[src/rtl/mips_pkg.sv]
// Shared MIPS front-end definitions: address width, reset vector, opcodes and the
// fetch-state encoding used by the instruction-fetch stage.
package mips_pkg;

    localparam int          PC_WIDTH  = 32;
    localparam logic [31:0] RESET_PC  = 32'h0000_0000;
    localparam logic [31:0] NOP_INSTR = 32'h0000_0000;

    localparam logic [5:0] OPC_RTYPE = 6'b000000;
    localparam logic [5:0] OPC_LW    = 6'b100011;
    localparam logic [5:0] OPC_SW    = 6'b101011;
    localparam logic [5:0] OPC_BEQ   = 6'b000100;
    localparam logic [5:0] OPC_ADDI  = 6'b001000;

    typedef enum logic [1:0] {
        IDLE,
        WAIT,
        FULL
    } fetch_state_t;

    function automatic logic [5:0] opcode_of(input logic [31:0] instr);
        return instr[31:26];
    endfunction

endpackage

[src/rtl/if_stage_if.sv]
// Instruction-memory fetch channel: one request/response pair between the fetch
// stage (master) and the instruction memory (slave).
interface if_stage_if #(
    parameter int PC_WIDTH = 32
);
    logic                imem_req;
    logic [PC_WIDTH-1:0] imem_addr;
    logic [31:0]         imem_rdata;
    logic                imem_rvalid;

    modport master (
        output imem_req,
        output imem_addr,
        input  imem_rdata,
        input  imem_rvalid
    );

    modport slave (
        input  imem_req,
        input  imem_addr,
        output imem_rdata,
        output imem_rvalid
    );
endinterface

[src/rtl/if_skid_buffer.sv]
// One-entry {instr, pc} holding register that parks a fetched word while the
// IF/ID register is stalled.
module if_skid_buffer #(
    parameter int PC_WIDTH = 32
) (
    input  logic                clk,
    input  logic                rst_n,
    input  logic                load,
    input  logic                unload,
    input  logic                clear,
    input  logic [31:0]         load_instr,
    input  logic [PC_WIDTH-1:0] load_pc,
    output logic                valid,
    output logic [31:0]         instr,
    output logic [PC_WIDTH-1:0] pc
);
    logic                valid_reg;
    logic [31:0]         instr_reg;
    logic [PC_WIDTH-1:0] pc_reg;

    // clear/unload win over load so a redirect can never leave a stale entry
    always_ff @(posedge clk or negedge rst_n) begin
        if (!rst_n) begin
            valid_reg <= 1'b0;
            instr_reg <= '0;
            pc_reg    <= '0;
        end else if (clear || unload) begin
            valid_reg <= 1'b0;
            instr_reg <= '0;
        end else if (load) begin
            valid_reg <= 1'b1;
            instr_reg <= load_instr;
            pc_reg    <= load_pc;
        end
    end

    assign valid = valid_reg;
    assign instr = instr_reg;
    assign pc    = pc_reg;
endmodule

[src/rtl/if_stage.sv]
// Instruction-fetch stage: PC/request FSM, redirect handling and the IF/ID register,
// with a one-entry skid buffer absorbing a response that lands during a stall.
module if_stage #(
    parameter int                  PC_WIDTH = mips_pkg::PC_WIDTH,
    parameter logic [PC_WIDTH-1:0] RESET_PC = PC_WIDTH'(mips_pkg::RESET_PC)
) (
    input  logic                clk,
    input  logic                rst_n,
    if_stage_if.master          imem,
    input  logic                stall,
    input  logic                flush,
    input  logic                branch_taken,
    input  logic [PC_WIDTH-1:0] branch_target,
    output logic                if_valid,
    output logic [31:0]         if_instr,
    output logic [PC_WIDTH-1:0] if_pc,
    output logic [PC_WIDTH-1:0] if_pc_plus4,
    output logic [5:0]          if_opcode
);
    import mips_pkg::*;

    fetch_state_t        state_reg, state_next;
    logic [PC_WIDTH-1:0] req_addr_reg, req_addr_next;
    logic [PC_WIDTH-1:0] target_reg, target_next;
    logic                kill_reg, kill_next;
    logic                valid_reg, valid_next;
    logic [31:0]         instr_reg, instr_next;
    logic [PC_WIDTH-1:0] pc_reg, pc_next;

    logic                redirect;
    logic                take_rsp;
    logic                skid_load, skid_unload, skid_clear;
    logic                skid_valid;
    logic [31:0]         skid_instr;
    logic [PC_WIDTH-1:0] skid_pc;

    assign redirect = flush | branch_taken;
    assign take_rsp = (state_reg == WAIT) && imem.imem_rvalid && !kill_reg && !redirect;

    if_skid_buffer #(.PC_WIDTH(PC_WIDTH)) u_skid (
        .clk        (clk),
        .rst_n      (rst_n),
        .load       (skid_load),
        .unload     (skid_unload),
        .clear      (skid_clear),
        .load_instr (imem.imem_rdata),
        .load_pc    (req_addr_reg),
        .valid      (skid_valid),
        .instr      (skid_instr),
        .pc         (skid_pc)
    );

    always_ff @(posedge clk or negedge rst_n) begin
        if (!rst_n) begin
            state_reg    <= IDLE;
            req_addr_reg <= RESET_PC;
            target_reg   <= RESET_PC;
            kill_reg     <= 1'b0;
            valid_reg    <= 1'b0;
            instr_reg    <= NOP_INSTR;
            pc_reg       <= RESET_PC;
        end else begin
            state_reg    <= state_next;
            req_addr_reg <= req_addr_next;
            target_reg   <= target_next;
            kill_reg     <= kill_next;
            valid_reg    <= valid_next;
            instr_reg    <= instr_next;
            pc_reg       <= pc_next;
        end
    end

    always_comb begin
        state_next    = state_reg;
        req_addr_next = req_addr_reg;
        target_next   = target_reg;
        kill_next     = kill_reg;
        valid_next    = valid_reg;
        instr_next    = instr_reg;
        pc_next       = pc_reg;
        skid_load     = 1'b0;
        skid_unload   = 1'b0;
        skid_clear    = 1'b0;

        case (state_reg)
            IDLE: begin
                state_next = WAIT;
                if (redirect) begin
                    req_addr_next = branch_target;
                end
            end
            WAIT: begin
                if (redirect) begin
                    // a response arriving now is dropped; otherwise the in-flight one must be
                    if (imem.imem_rvalid) begin
                        req_addr_next = branch_target;
                        kill_next     = 1'b0;
                    end else begin
                        target_next = branch_target;
                        kill_next   = 1'b1;
                    end
                end else if (imem.imem_rvalid) begin
                    if (kill_reg) begin
                        req_addr_next = target_reg;
                        kill_next     = 1'b0;
                    end else begin
                        req_addr_next = req_addr_reg + PC_WIDTH'(4);
                        if (valid_reg && stall) begin
                            skid_load  = 1'b1;
                            state_next = FULL;
                        end
                    end
                end
            end
            FULL: begin
                if (redirect) begin
                    req_addr_next = branch_target;
                    state_next    = WAIT;
                end else if (!stall) begin
                    skid_unload = 1'b1;
                    state_next  = WAIT;
                end
            end
            default: state_next = IDLE;
        endcase

        // IF/ID register: redirect kills, then a fresh response, then the parked word, then drain
        if (redirect) begin
            valid_next = 1'b0;
            instr_next = NOP_INSTR;
            skid_clear = 1'b1;
        end else if (take_rsp && (!valid_reg || !stall)) begin
            valid_next = 1'b1;
            instr_next = imem.imem_rdata;
            pc_next    = req_addr_reg;
        end else if ((state_reg == FULL) && !stall) begin
            valid_next = skid_valid;
            instr_next = skid_valid ? skid_instr : NOP_INSTR;
            pc_next    = skid_pc;
        end else if (valid_reg && !stall) begin
            valid_next = 1'b0;
            instr_next = NOP_INSTR;
        end
    end

    assign imem.imem_req  = (state_reg == WAIT);
    assign imem.imem_addr = req_addr_reg;

    assign if_valid    = valid_reg;
    assign if_instr    = instr_reg;
    assign if_pc       = pc_reg;
    assign if_pc_plus4 = pc_reg + PC_WIDTH'(4);
    assign if_opcode   = opcode_of(instr_reg);
endmodule

[src/flat_wrapper.sv]
// flat-port wrapper written by rule: the top's interface ports become plain ports
module if_stage_flat import mips_pkg::*;
#(
    parameter int                  PC_WIDTH = mips_pkg::PC_WIDTH,
    parameter logic [PC_WIDTH-1:0] RESET_PC = PC_WIDTH'(mips_pkg::RESET_PC)
)
  (clk, rst_n, stall, flush, branch_taken, branch_target, if_valid, if_instr, if_pc, if_pc_plus4, if_opcode, imem_imem_req, imem_imem_addr, imem_imem_rdata, imem_imem_rvalid);
  if_stage_if #(.PC_WIDTH(PC_WIDTH)) imem_i ();
  input  logic clk;
  input  logic rst_n;
  input  logic stall;
  input  logic flush;
  input  logic branch_taken;
  input  logic [PC_WIDTH-1:0] branch_target;
  output logic if_valid;
  output logic [31:0] if_instr;
  output logic [PC_WIDTH-1:0] if_pc;
  output logic [PC_WIDTH-1:0] if_pc_plus4;
  output logic [5:0] if_opcode;
  output wire logic [$bits(imem_i.imem_req)-1:0] imem_imem_req;
  output wire logic [$bits(imem_i.imem_addr)-1:0] imem_imem_addr;
  input wire logic [$bits(imem_i.imem_rdata)-1:0] imem_imem_rdata;
  input wire logic [$bits(imem_i.imem_rvalid)-1:0] imem_imem_rvalid;
  assign imem_imem_req = imem_i.imem_req;
  assign imem_imem_addr = imem_i.imem_addr;
  assign imem_i.imem_rdata = imem_imem_rdata;
  assign imem_i.imem_rvalid = imem_imem_rvalid;
  if_stage #(.PC_WIDTH(PC_WIDTH), .RESET_PC(RESET_PC)) u_core (.clk(clk), .rst_n(rst_n), .imem(imem_i), .stall(stall), .flush(flush), .branch_taken(branch_taken), .branch_target(branch_target), .if_valid(if_valid), .if_instr(if_instr), .if_pc(if_pc), .if_pc_plus4(if_pc_plus4), .if_opcode(if_opcode));
endmodule
[config.mk]
export PLATFORM = sky130hd
export DESIGN_NAME = if_stage_flat
export DESIGN_NICKNAME = d
export VERILOG_FILES = /design/src/rtl/mips_pkg.sv /design/src/rtl/if_stage_if.sv /design/src/rtl/if_skid_buffer.sv /design/src/rtl/if_stage.sv /design/src/flat_wrapper.sv
export SDC_FILE = /design/constraint.sdc
export NUM_CORES = 1
export LEC_CHECK = 0
export CAP_MARGIN = 20
export CORE_MARGIN = 2
export CORE_UTILIZATION = 65
export CTS_CLUSTER_SIZE = 16
export DETAILED_ROUTE_END_ITERATION = 10
export DONT_BUFFER_PORTS = 1
export PLACE_DENSITY = 0.84
export SLEW_MARGIN = 0
export SYNTH_ARGS = -nofsm -noshare
export SYNTH_HDL_FRONTEND = slang
export SYNTH_SLANG_ARGS = --single-unit
[constraint.sdc]
create_clock -name clk -period 4.3 [get_ports clk]
set_clock_uncertainty 0.05 [all_clocks]
set_input_delay 0.86 -clock clk [delete_from_list [all_inputs] [get_ports clk]]
set_output_delay 0.86 -clock clk [all_outputs]
set_load 0.005 [all_outputs]
# After elaboration in Yosys (flattened, before gate mapping)
# Index checks and enable logic that the tools add are counted.
# totals
ramBits,0
elab_cells,90
mem_count,0
output_inout_bits,136
latchBits,0
rom_bits,0
regBits,197
input_bits,70
# classes
magnitude_cmp,0
n_bitwise,4
multipliers,0
eq_ne,8
mux,40
n_reduce_logical,26
div_mod_pow,0
shifts,0
n_addsub,2
# ops
op,n
32-bit 2-to-1 mux,14
"32-bit by 3-bit adder with 32-bit output, second input constant",2
32-bit case mux with 2 select lines,1
1-bit 2-to-1 mux,18
2-bit 2-to-1 mux,6
2-bit nonzero test,4
1-bit logical AND,7
"2-bit by 1-bit inequality test with 1-bit output, second input constant",3
2-bit case mux with 3 select lines,1
2-bit AND reduction,3
3-bit AND reduction,2
5-bit AND reduction,1
1-bit logical NOT,4
"2-bit inequality test, second input constant",2
4-bit nonzero test,1
"3-bit by 2-bit inequality test with 1-bit output, second input constant",1
1-bit NOT,3
"2-bit by 1-bit equality test with 1-bit output, second input constant",1
"2-bit equality test, second input constant",1
2-bit logical NOT,1
1-bit logical OR,2
2-bit OR reduction,1
1-bit OR,1

# Logic depth before layout (Yosys ltp)
# Gate-level depths: netlist (run 1).
# logic_depth
word_depth,8
depth_mapped,8
ltp_nobuf,6

# By module
# Synthesis (run 1) repeated with hierarchy kept, for this count alone.
# unflattened
hier_cells,944
hier_area_um2,9813.2
# by_module_without_submodules
mod,cells_per_inst,seq_area_each_um2,area_each_um2,n_inst
if_stage,768,3303.2,7282.0,1
if_skid_buffer,176,1626.6,2531.2,1

# Worst setup path after synthesis (run 1)
# OpenSTA, ideal clock, no wires.
# synth_path
path_type,reg-to-output
start,register u_core.pc_reg[2] (netlist: u_core.if_pc[2])
end,output port if_pc_plus4[30]
slack_ns,1.593
t_required_ns,3.390
t_arrival_ns,1.797
n_path_buf,0
stages_incl_launch_ff,7
path_cell_list,dfrtp_1 > ha_1 > inv_1 > nor3_1 > nand3_1 > nor3_1 > xor2_1
# synth_via
elab_chain_cells,1
# synth_lines
item,line_no,rtl
"start, declared",if_stage.sv:28,"logic [PC_WIDTH-1:0] pc_reg, pc_next;"
"start signal, assigned",if_stage.sv:69,pc_reg <= pc_next;
32-bit by 3-bit adder with 32-bit output,if_stage.sv:152,assign if_pc_plus4 = pc_reg + PC_WIDTH'(4);
"end, declared",flat_wrapper.sv:18,output logic [PC_WIDTH-1:0] if_pc_plus4;
# Every way passes these cells.

# Worst setup path in the final report (run 1)
# Ends and elaborated chain as after synthesis.

==> key figures, run 1 <==
Power
  • Max VDD drop: 0.315 mV
  • Leakage power: 4.76 nW
  • Sw power: around 0.0012 W
  • Clk pwr share: a little over a third
  • Sw frac: 28.4%
  • Sequential power share: 54.2%
  • Pwr Total: between 0.004 and 0.005 W
  • Int Power: 0.00296 W
  • Gate power share: 10.3%
  • Power density over cell area: 399 nW/um^2

Timing
  • Period utilization: 83.6%
  • Final Hold Fails: 0
  • Slew headroom: between 30% and 40%
  • Post-layout min period: ~3.6 ns
  • RSZ-0062 raised after global routing: false
  • Measured slew at the worst slew-check pin: 0.961 ns
  • Final setup vio count: 0
  • Max Clk Rate: 278 MHz
  • Slew Limit Fails: 0
  • TNS Setup: 0 ns
  • Worst hold slack: 0.0717 ns

Detailed routing
  • WL/cell: about 20 um
  • Number of DRC markers in iteration 0: approximately 690
  • DRT Pass-1 Iters: 4
  • Antenna viol nets, final: 0
  • WL final: roughly 22 mm
  • Routed vias/inst: between 6 and 7
  • Via count: 7,138
  • DRC errors left: 0

Placement
  • DP Wirelength: 15.0 mm
  • Gpl congestion: between 0.9 and 1
  • Port Buffers: 0

Setup path
  • Crit path to: if_pc_plus4[30]
  • R2R setup slack: between 1.5 and 2 ns
  • Critical-path top delay cell: nor3_1
  • Critical path's most frequent cell: nor3_1
  • R2R depth: 4
  • Cell-by-cell trace of the critical path: ha_1 -> inv_1 -> nor3_1 -> nand3_1 -> nor3_1 -> xor2_1
  • CP peak stage delay: between 0.6 and 0.7 ns
  • Reg-to-Reg Start: u_core.state_reg[0]
  • Top delay family on crit path: simple AND/OR/NAND/NOR gates
  • CP required: approximately 3.4 ns
  • Crit path launch: u_core.if_pc[2]
  • Crit path capture type: primary output
  • Reg2reg end: u_core.u_skid.instr[8]
  • Worst EP arrival: 2.69 ns
  • Worst-path fanout max: 6
  • Setup crit start kind: flip-flop
  • Setup CP Type: reg -> out
  • CP Buf/Inv Count: 1
  • Stages on the worst setup path: 6

Clock tree
  • Maximum clock insertion buffer count: 2
  • Clk slew on worst S/H paths: 0.07 ns
  • Post-CTS Setup Bufs: 0
  • Hold_buf cts: 0
  • CTS tree: built
  • Inserted Clock Buffers: 17
  • CTS Sinks: 197
  • Clock Latency Late Sink: 0.43 ns
  • CTS H-tree lvls: 4
  • Post-CTS sizing: 0
  • Root Buffer: clkbuf_16

Floorplan
  • Die Span Y: ~130 um
  • Core area: 14,600 sq um
  • # IOs: 206
  • Rows: 44
  • Die area: about 16,000 sq um
  • Initial core utilization: 67.0%
  • Die X: 127 um

Global route
  • GRT Residual Overflow: 0
  • First-pass GRT wire length: about 35 mm
  • GR Util All Layers: ~28%
  • Initial antenna violation count: 1
  • Vias in the first global route: between 6,000 and 7,000
  • Largest net degree at the start of global routing: between 150 and 200

Cells and area
  • Final Util: 71.2%
  • Area delta synth->final: 6.25%
  • Most frequent cells in the layout: 197 x dfrtp_1, 176 x nand2_1, 126 x o21ai_0
  • Fillers: 1,064
  • Layout cells sized above 1: 13.2%
  • Commonest non-fill, non-tap cell in the layout: dfrtp_1
  • Sequential cell area: roughly 5000 sq um
  • Nets: between 1,000 and 1,500
  • Area occupied by multi-input gates: about 4500 sq um

Outcome
  • Outcome: finished, final reports clean

Flow run
  • Max_cap viols: 0

Yosys
  • YS warnings: 0
  • Mapped Avg Cell Area: 9.91 sq um
  • EDFF count, synth: 0
  • Post-synthesis sequential area ratio: 50.4%
  • Syn Inst Count: 986
  • Ys flop type: dfrtp_1
  • Netlist Area Pre-Place: between 9000 and 10,000 sq um
  • #FFs+latches synth: between 150 and 200
  • Yosys cell types: 54
  • FFs w/ async S/R, synth: 100%
  • Total nets after synthesis: 1,058

Hold path
  • HP Class: in -> async
==> through the flow <==
step | cell area, sq um | std cells | worst slack (ns)
6_report | 10400 | 1146 | 0.704
5_1_grt | 10400 | 1146 | 0.490
4_1_cts | 10400 | 1144 | 0.685
3_5_place_dp | 9800 | 1112 | 1.14
3_3_place_gp | 9800 | 1112 | 1.25
2_1_floorplan | 9770 | 986 | 1.59
==> worst min path at each step <==
stage,endpoint,slack (ns),cells past startpoint
final,u_core.imem.imem_addr[8],0.07,0
after global routing,u_core.target_reg[8],0.05,0
after CTS,u_core.imem.imem_addr[6],0.06,0
after detailed placement,u_core.imem.imem_addr[17],0.43,2
after global placement,u_core.imem.imem_addr[17],0.42,2
after floorplan,u_core.imem.imem_addr[18],0.41,2
==> Yosys cell counts, types with 4 or more instances <==
cell type	count	share of area, %
xor2_1	21	1.9
mux2_2	62	7.1
nand3_1	26	1.3
xnor2_1	26	2.3
inv_1	14	0.54
nor2_1	45	1.7
nor3_1	14	0.72
clkbuf_1	39	1.5
buf_2	16	0.82
mux2i_1	67	6.9
nand4_1	11	0.70
a32oi_1	5	0.45
and4_1	4	0.36
dfrtp_1	197	50
o21ai_0	127	6.5
a21oi_1	31	1.6
and3_1	11	0.70
a31oi_1	6	0.38
nand2_1	176	6.8
o21ai_1	8	0.41
o22ai_1	7	0.45
buf_4	12	0.92
o21a_1	5	0.38
a32o_1	9	0.92
==> power by group through the flow <==
stage	registers (W)	logic (W)	clock network [W]
floorplan	0.00218	0.000372	0
finish	0.00224	0.000425	0.00147
CTS	0.00224	0.000426	0.00149
detailed placement	0.00228	0.000422	0
global route	0.00227	0.000476	0.00156
global placement	0.00227	0.000407	0
==> metal layers <==
| metal | track usage (%) | up-vias | part of all wire (%) |
|---|---|---|---|
| met5 | 0 | - | 0 |
| met4 | 10.0 | 0 | 2.1 |
| met3 | 7.89 | 39 | 8.8 |
| met2 | 41.3 | 291 | 46 |
| met1 | 40.2 | 3447 | 43 |
| li1 | - | 3361 | - |
==> area by class of cell <==
class	count	area share, %
Sequential cell	197	47.5
Multi-Input combinational cell	704	43.3
Clock buffer	17	4.10
Tap cell	184	2.22
Timing Repair Buffer	14	1.21
Clock inverter	15	1.19
Inverter	14	0.506
Antenna cell	1	0.0241
==> logic make-up after synthesis <==
logic type / count (synthesis) / synth area share (%)
and+or+nand+nor: 312 / 14.6
muxes: 129 / 14.0
xor gates and xnor gates: 47 / 4.21
DFF: 197 / 50.4
AOI/OAI and AO/OA: 214 / 12.5
adders and majority gates: 2 / 0.256
buffers and inverters: 85 / 4.02
Power figures use the tool's default switching activity.
==> run 2, diff against run 1 <==
Settings changed: CORE_UTILIZATION 65 to 58, PLACE_DENSITY 0.84 to 0.79.
Clock period 4.3 ns to 2.89 ns, I/O delays scaled along.
==> run 2 against run 1 <==
- the flow now finishes with violations (negative hold slack)
- sequential share of layout area down 1.0 points
- combinational power increased by 53%
- worst setup slack worse by 0.60 ns
- first-iteration DRC count shrank 8.6%
- global-route usage is 2.2 points lower
- worst hold slack got worse by 0.29 ns
- via count grew 1.5%
- critical path depth unchanged
- wire length increased by 3.0%
- critical path type unchanged
- critical endpoint unchanged
==> key figures, run 2 (same netlist as run 1, synthesis figures left out) <==
Outcome
  • Outcome: complete, but fails checks
  • Failing checks: negative hold slack

Timing
  • Final setup vio count: 0
  • Fin worst setup slack: 0.109 ns
  • Max Clk Rate: between 300 and 400 MHz
  • Final Hold Fails: 197
  • Slew Limit Fails: 0
  • Post-layout min period: 2.78 ns
  • Measured slew at the worst slew-check pin: 0.694 ns
  • TNS Setup: 0 ns
  • Worst hold slack: -0.219 ns
  • Slew headroom: 53.6%
  • Period utilization: between 90% and 100%

Cells and area
  • Layout cells sized above 1: 15.1%
  • Commonest non-fill, non-tap cell in the layout: dfrtp_1
  • Area delta synth->final: 8.64%
  • Nets: approximately 1,000
  • Ant. Diodes: 0
  • Most frequent cells in the layout: 195 x dfrtp_1, 176 x nand2_1, 126 x o21ai_0

Clock tree
  • CTS H-tree lvls: 4
  • Inserted Clock Buffers: 17
  • Root Buffer: clkbuf_16
  • Maximum clock insertion buffer count: 2
  • Clock Latency Late Sink: 0.44 ns
  • CTS Sinks: 197
  • CTS tree: built
  • Clk slew on worst S/H paths: 0.08 ns

Global route
  • GR Util All Layers: 25.8%
  • GRT Residual Overflow: 0
  • Largest net degree at the start of global routing: just under 200
  • Initial antenna violation count: 1
  • Vias in the first global route: 6,809
  • First-pass GRT wire length: approximately 36 mm

Setup path
  • CP peak stage delay: 0.47 ns
  • Worst EP arrival: 2.15 ns
  • Critical-path top delay cell: dfrtp_1
  • Crit path capture type: primary output
  • CP required: between 2 and 2.5 ns
  • Worst-path fanout max: 6
  • R2R setup slack: 0.60 ns
  • Setup CP Type: reg -> out
  • Cell-by-cell trace of the critical path: nand4_1 -> nor3_1 -> buf_4 -> nand3_2 -> nor3_2 -> xor2_1
  • Setup crit start kind: flip-flop

Detailed routing
  • DRC errors left: 0
  • WL final: 23.1 mm
  • Routed vias/inst: just over 6
  • Number of DRC markers in iteration 0: 627
  • WL/cell: roughly 19 um
  • DRT Pass-1 Iters: 5
  • Via count: around 7,200
  • Antenna viol nets, final: 0

Power
  • Leakage power: 4.85 nW
  • Power density over cell area: 600 nW/um^2
  • Gate power share: 10.2%
  • Sequential power share: between 50% and 60%
  • Sw power: ~0.0019 W
  • Sw frac: 29.7%
  • Max VDD drop: 0.435 mV
  • Clk pwr share: a little under two fifths
  • Int Power: 0.00448 W

Floorplan
  • Initial core utilization: between 50% and 60%
  • Die X: 134 um
  • Rows: 47
  • Die area: 17,900 sq um
  • Die Span Y: 134 um
  • # IOs: 206
  • Core area: 16,500 sq um

Placement
  • Gpl congestion: 0.887
  • Port Buffers: 0
  • Placement Setup Slack: 0.404 ns
  • DP Wirelength: 15.5 mm

Flow run
  • Max_cap viols: 0

Hold path
  • HP Class: in -> async
[run 2: changes by cell type in the layout (fill, tap and decap cells not counted), moves of 3 or more]
cell,change
buf_12,+3
buf_4,+10
clkinv_4,-5
clkinv_8,+5
inv_8,+4
nor3_1,-3
nor3_2,+3
[run 2: worst max-delay path, delay by kind of cell (launching register included)]
kind	cells	cell delay [ns]
xor gates and xnor gates	1	0.20
and+or+nand+nor	4	0.86
buffers and inverters	1	0.20
DFF	1	0.47
[run 2: layer usage]
metal / up-vias / global-route usage (%) / wire length [um]
met5: - / 0 / 0
met1: 3531 / 36.8 / 10200
li1: 3399 / - / -
met3: 42 / 7.26 / 1780
met4: 0 / 9.46 / 545
met2: 275 / 38.1 / 10500
[run 2: worst paths after layout]
check,start,to,cells past startpoint
max,u_core.if_pc[5],if_pc_plus4[30],6
min,rst_n,u_core.imem.imem_addr[7],0
max reg2reg,u_core.state_reg[0],u_core.target_reg[8],5
min reg2reg,u_core.target_reg[17],u_core.imem.imem_addr[17],2
max in group asynchronous,rst_n,u_core.u_skid.valid,0
min in group clk,imem_imem_rdata[10],u_core.u_skid.instr[10],2
[run 2: repair_timing]
item,CTS,global route
endpoints found under the hold margin,197,197
setup buffers,0,1
pin swaps,0,1
gates resized for setup,5,3
endpoints found under the setup margin,4,6
[run 2: power groups by stage]
stage               Clock [W]  Sequential (W)  Combinational [W]
global route          0.00252         0.00338           0.000723
detailed placement          0         0.00339           0.000648
floorplan                   0         0.00324           0.000553
global placement            0         0.00337           0.000626
CTS                   0.00240         0.00333           0.000654
finish                0.00237         0.00334           0.000652
[run 2: stage by stage]
step | power, W | instances | cell area, sq um | utilization [%]
finish | 0.00637 | 1193 | 10600 | 64.2
global route | 0.00662 | 1193 | 10600 | 64.2
CTS | 0.00638 | 1192 | 10600 | 64.1
global placement | 0.00400 | 1160 | 9980 | 60.4
floorplan | 0.00379 | 986 | 9770 | -
detailed placement | 0.00404 | 1160 | 9980 | 60.4
[run 2: cell type report]
class	count	area, sq um
repair buffers	26	233
flip-flops and latches	197	4930
fillers	1285	5910
multi-input cells	704	4520
inverters	14	52.6
clock buffers	17	425
clock inverters	15	178
well taps	220	275
==> run 3, diff against run 2 <==
Settings changed: PLACE_DENSITY 0.79 to 0.86.
==> run 3 against run 2 <==
- the run still ends with negative hold slack left
- sequential cell count did not move
- global-route usage up 1.2 points
- via count increased by 2.7%
- total power is 0.35% higher
- non-clock buffer count down 4
- combinational power is 0.6% higher
- maximum frequency rose by 0.84%
- wire length up 3.1%
- critical path type unchanged
- critical endpoint unchanged
==> key figures, run 3 (same netlist as run 1, synthesis figures left out) <==
Outcome
  • Outcome: complete, but fails checks
  • Failing checks: negative hold slack

Setup path
  • Worst EP arrival: 2.13 ns
  • CP required: 2.26 ns
  • Worst-path fanout max: 6
  • Crit path capture type: primary output
  • Setup CP Type: reg -> out
  • Setup crit start kind: flip-flop

Cells and area
  • Sequential cell area: 4930 sq um
  • Nets: 1,028
  • Fillers: 1,292
  • Post-Layout Cell Count: approximately 1,200
  • Area delta synth->final: 8.44%
  • Ant. Diodes: 0
  • Layout cells sized above 1: around 15%
  • Most frequent cells in the layout: 195 x dfrtp_1, 176 x nand2_1, 126 x o21ai_0
  • Area occupied by multi-input gates: between 4000 and 5000 sq um
  • Final Util: 64.1%
  • Commonest non-fill, non-tap cell in the layout: dfrtp_1

Power
  • Int Power: 0.00460 W
  • Leakage power: 4.82 nW
  • Gate power share: between 10% and 20%
  • Sw frac: 28.0%
  • Max VDD drop: roughly 0.43 mV
  • Clk pwr share: 37.4%
  • Sw power: 0.00179 W
  • Sequential power share: 52.3%
  • Power density over cell area: 603 nW/um^2

Clock tree
  • Clk slew on worst S/H paths: 0.07 ns
  • Clock Latency Late Sink: 0.44 ns
  • Maximum clock insertion buffer count: 2
  • Inserted Clock Buffers: 17
  • CTS tree: built
  • Root Buffer: clkbuf_16
  • CTS H-tree lvls: 4
  • CTS Sinks: 197

Floorplan
  • Die area: ~18,000 sq um
  • Die X: 134 um
  • Initial core utilization: between 50% and 60%
  • Die Span Y: 134 um
  • # IOs: 206
  • Rows: 47
  • Core area: about 17,000 sq um

Placement
  • Gpl congestion: 0.895
  • Placed cells: between 1,000 and 1,500
  • DP Wirelength: 16.0 mm
  • Port Buffers: 0

Hold path
  • HP Class: in -> async

Detailed routing
  • WL/cell: 20.0 um
  • DRC errors left: 0
  • Routed vias/inst: 6.26
  • WL final: 23.8 mm
  • DRT Pass-1 Iters: 5
  • Via count: 7,440
  • Number of DRC markers in iteration 0: 634
  • Antenna viol nets, final: 0

Timing
  • TNS Setup: 0 ns
  • Max Clk Rate: 363 MHz
  • Slew headroom: 52.6%
  • Slew Limit Fails: 0
  • Final setup vio count: 0
  • Worst hold slack: -0.221 ns
  • Post-layout min period: 2.76 ns
  • Measured slew at the worst slew-check pin: 0.709 ns
  • RSZ-0062 raised after global routing: false
  • Period utilization: a little over nine tenths
  • Final Hold Fails: 197

Global route
  • Vias in the first global route: 7,255
  • Initial antenna violation count: 0
  • GRT Residual Overflow: 0
  • GR Util All Layers: 27.0%
  • Largest net degree at the start of global routing: a little under 200
  • First-pass GRT wire length: 37.8 mm

Flow run
  • Max_cap viols: 0
==> run 3: changes by cell type in the layout (fill, tap and decap cells not counted) <==
cell	delta
nand3_1	+1
nand3_2	-1
clkinv_8	-5
clkinv_2	+1
clkinv_4	+2
buf_4	-5
ha_4	+1
bufinv_16	+2
inv_8	-2
clkinvlp_4	+3
buf_12	+1
inv_6	-1
ha_2	-1
==> run 3: power groups by stage <==
stage / registers (W) / logic, W / clock network, W
final: 0.00334 / 0.000656 / 0.00239
after global routing: 0.00338 / 0.000729 / 0.00253
after CTS: 0.00333 / 0.000651 / 0.00243
after detailed placement: 0.00339 / 0.000645 / 0
after global placement: 0.00337 / 0.000621 / 0
after floorplan: 0.00324 / 0.000553 / 0
==> run 3: repair_timing <==
item | in CTS | in global routing
endpoints found under the hold margin | 197 | 197
pin swaps | 0 | 2
gates resized for setup | 4 | 4
gates cloned | 0 | 0
setup endpoints to repair | 8 | 10
setup buffers | 0 | 0
==> run 3: layout make-up <==
cell class / count / area share [%]
clock buffer: 17 / 4.01
clock inverter: 15 / 1.61
inverter: 14 / 0.496
multi-input combinational: 704 / 42.7
sequential: 197 / 46.5
tap: 220 / 2.60
timing repair buffer: 22 / 2.03
==> run 3: layer usage <==
metal | vias to the layer above | track usage [%] | routed length, um
met3 | 48 | 7.79 | 2040
met4 | 0 | 9.93 | 535
met2 | 365 | 42.0 | 11200
met5 | - | 0 | 0
li1 | 3375 | - | -
met1 | 3652 | 36.4 | 9980
==> run 3: final timing paths <==
kind	slack [ns]	cells after the start	to	startpoint
min	-0.22	0	u_core.target_reg[6]	rst_n
min in group clk	0.20	2	u_core.u_skid.instr[10]	imem_imem_rdata[10]
max in group asynchronous	2.67	0	u_core.if_pc[2]	rst_n
max	0.13	7	if_pc_plus4[30]	u_core.if_pc[3]
min reg2reg	0.43	2	u_core.imem.imem_addr[15]	u_core.target_reg[15]
max reg2reg	0.50	5	u_core.imem.imem_addr[19]	u_core.state_reg[0]
==> run 3: critical path, stage by stage, from the launching register on <==
cell,delay [ns]
dfrtp_1,0.46
ha_4,0.20
inv_1,0.06
nor3_1,0.22
buf_4,0.19
nand3_2,0.15
nor3_2,0.21
xor2_1,0.20
==> run 3: per-stage QoR <==
stage	power (W)	setup slack (ns)	instance area, sq um	hold slack (ns)
after floorplan	0.00379	0.465	9770	0.232
after global placement	0.00399	0.420	9970	0.239
after detailed placement	0.00403	0.383	9970	0.236
after CTS	0.00641	-0.0112	10600	-0.229
after global routing	0.00663	0.00431	10600	-0.236
final	0.00639	0.132	10600	-0.221
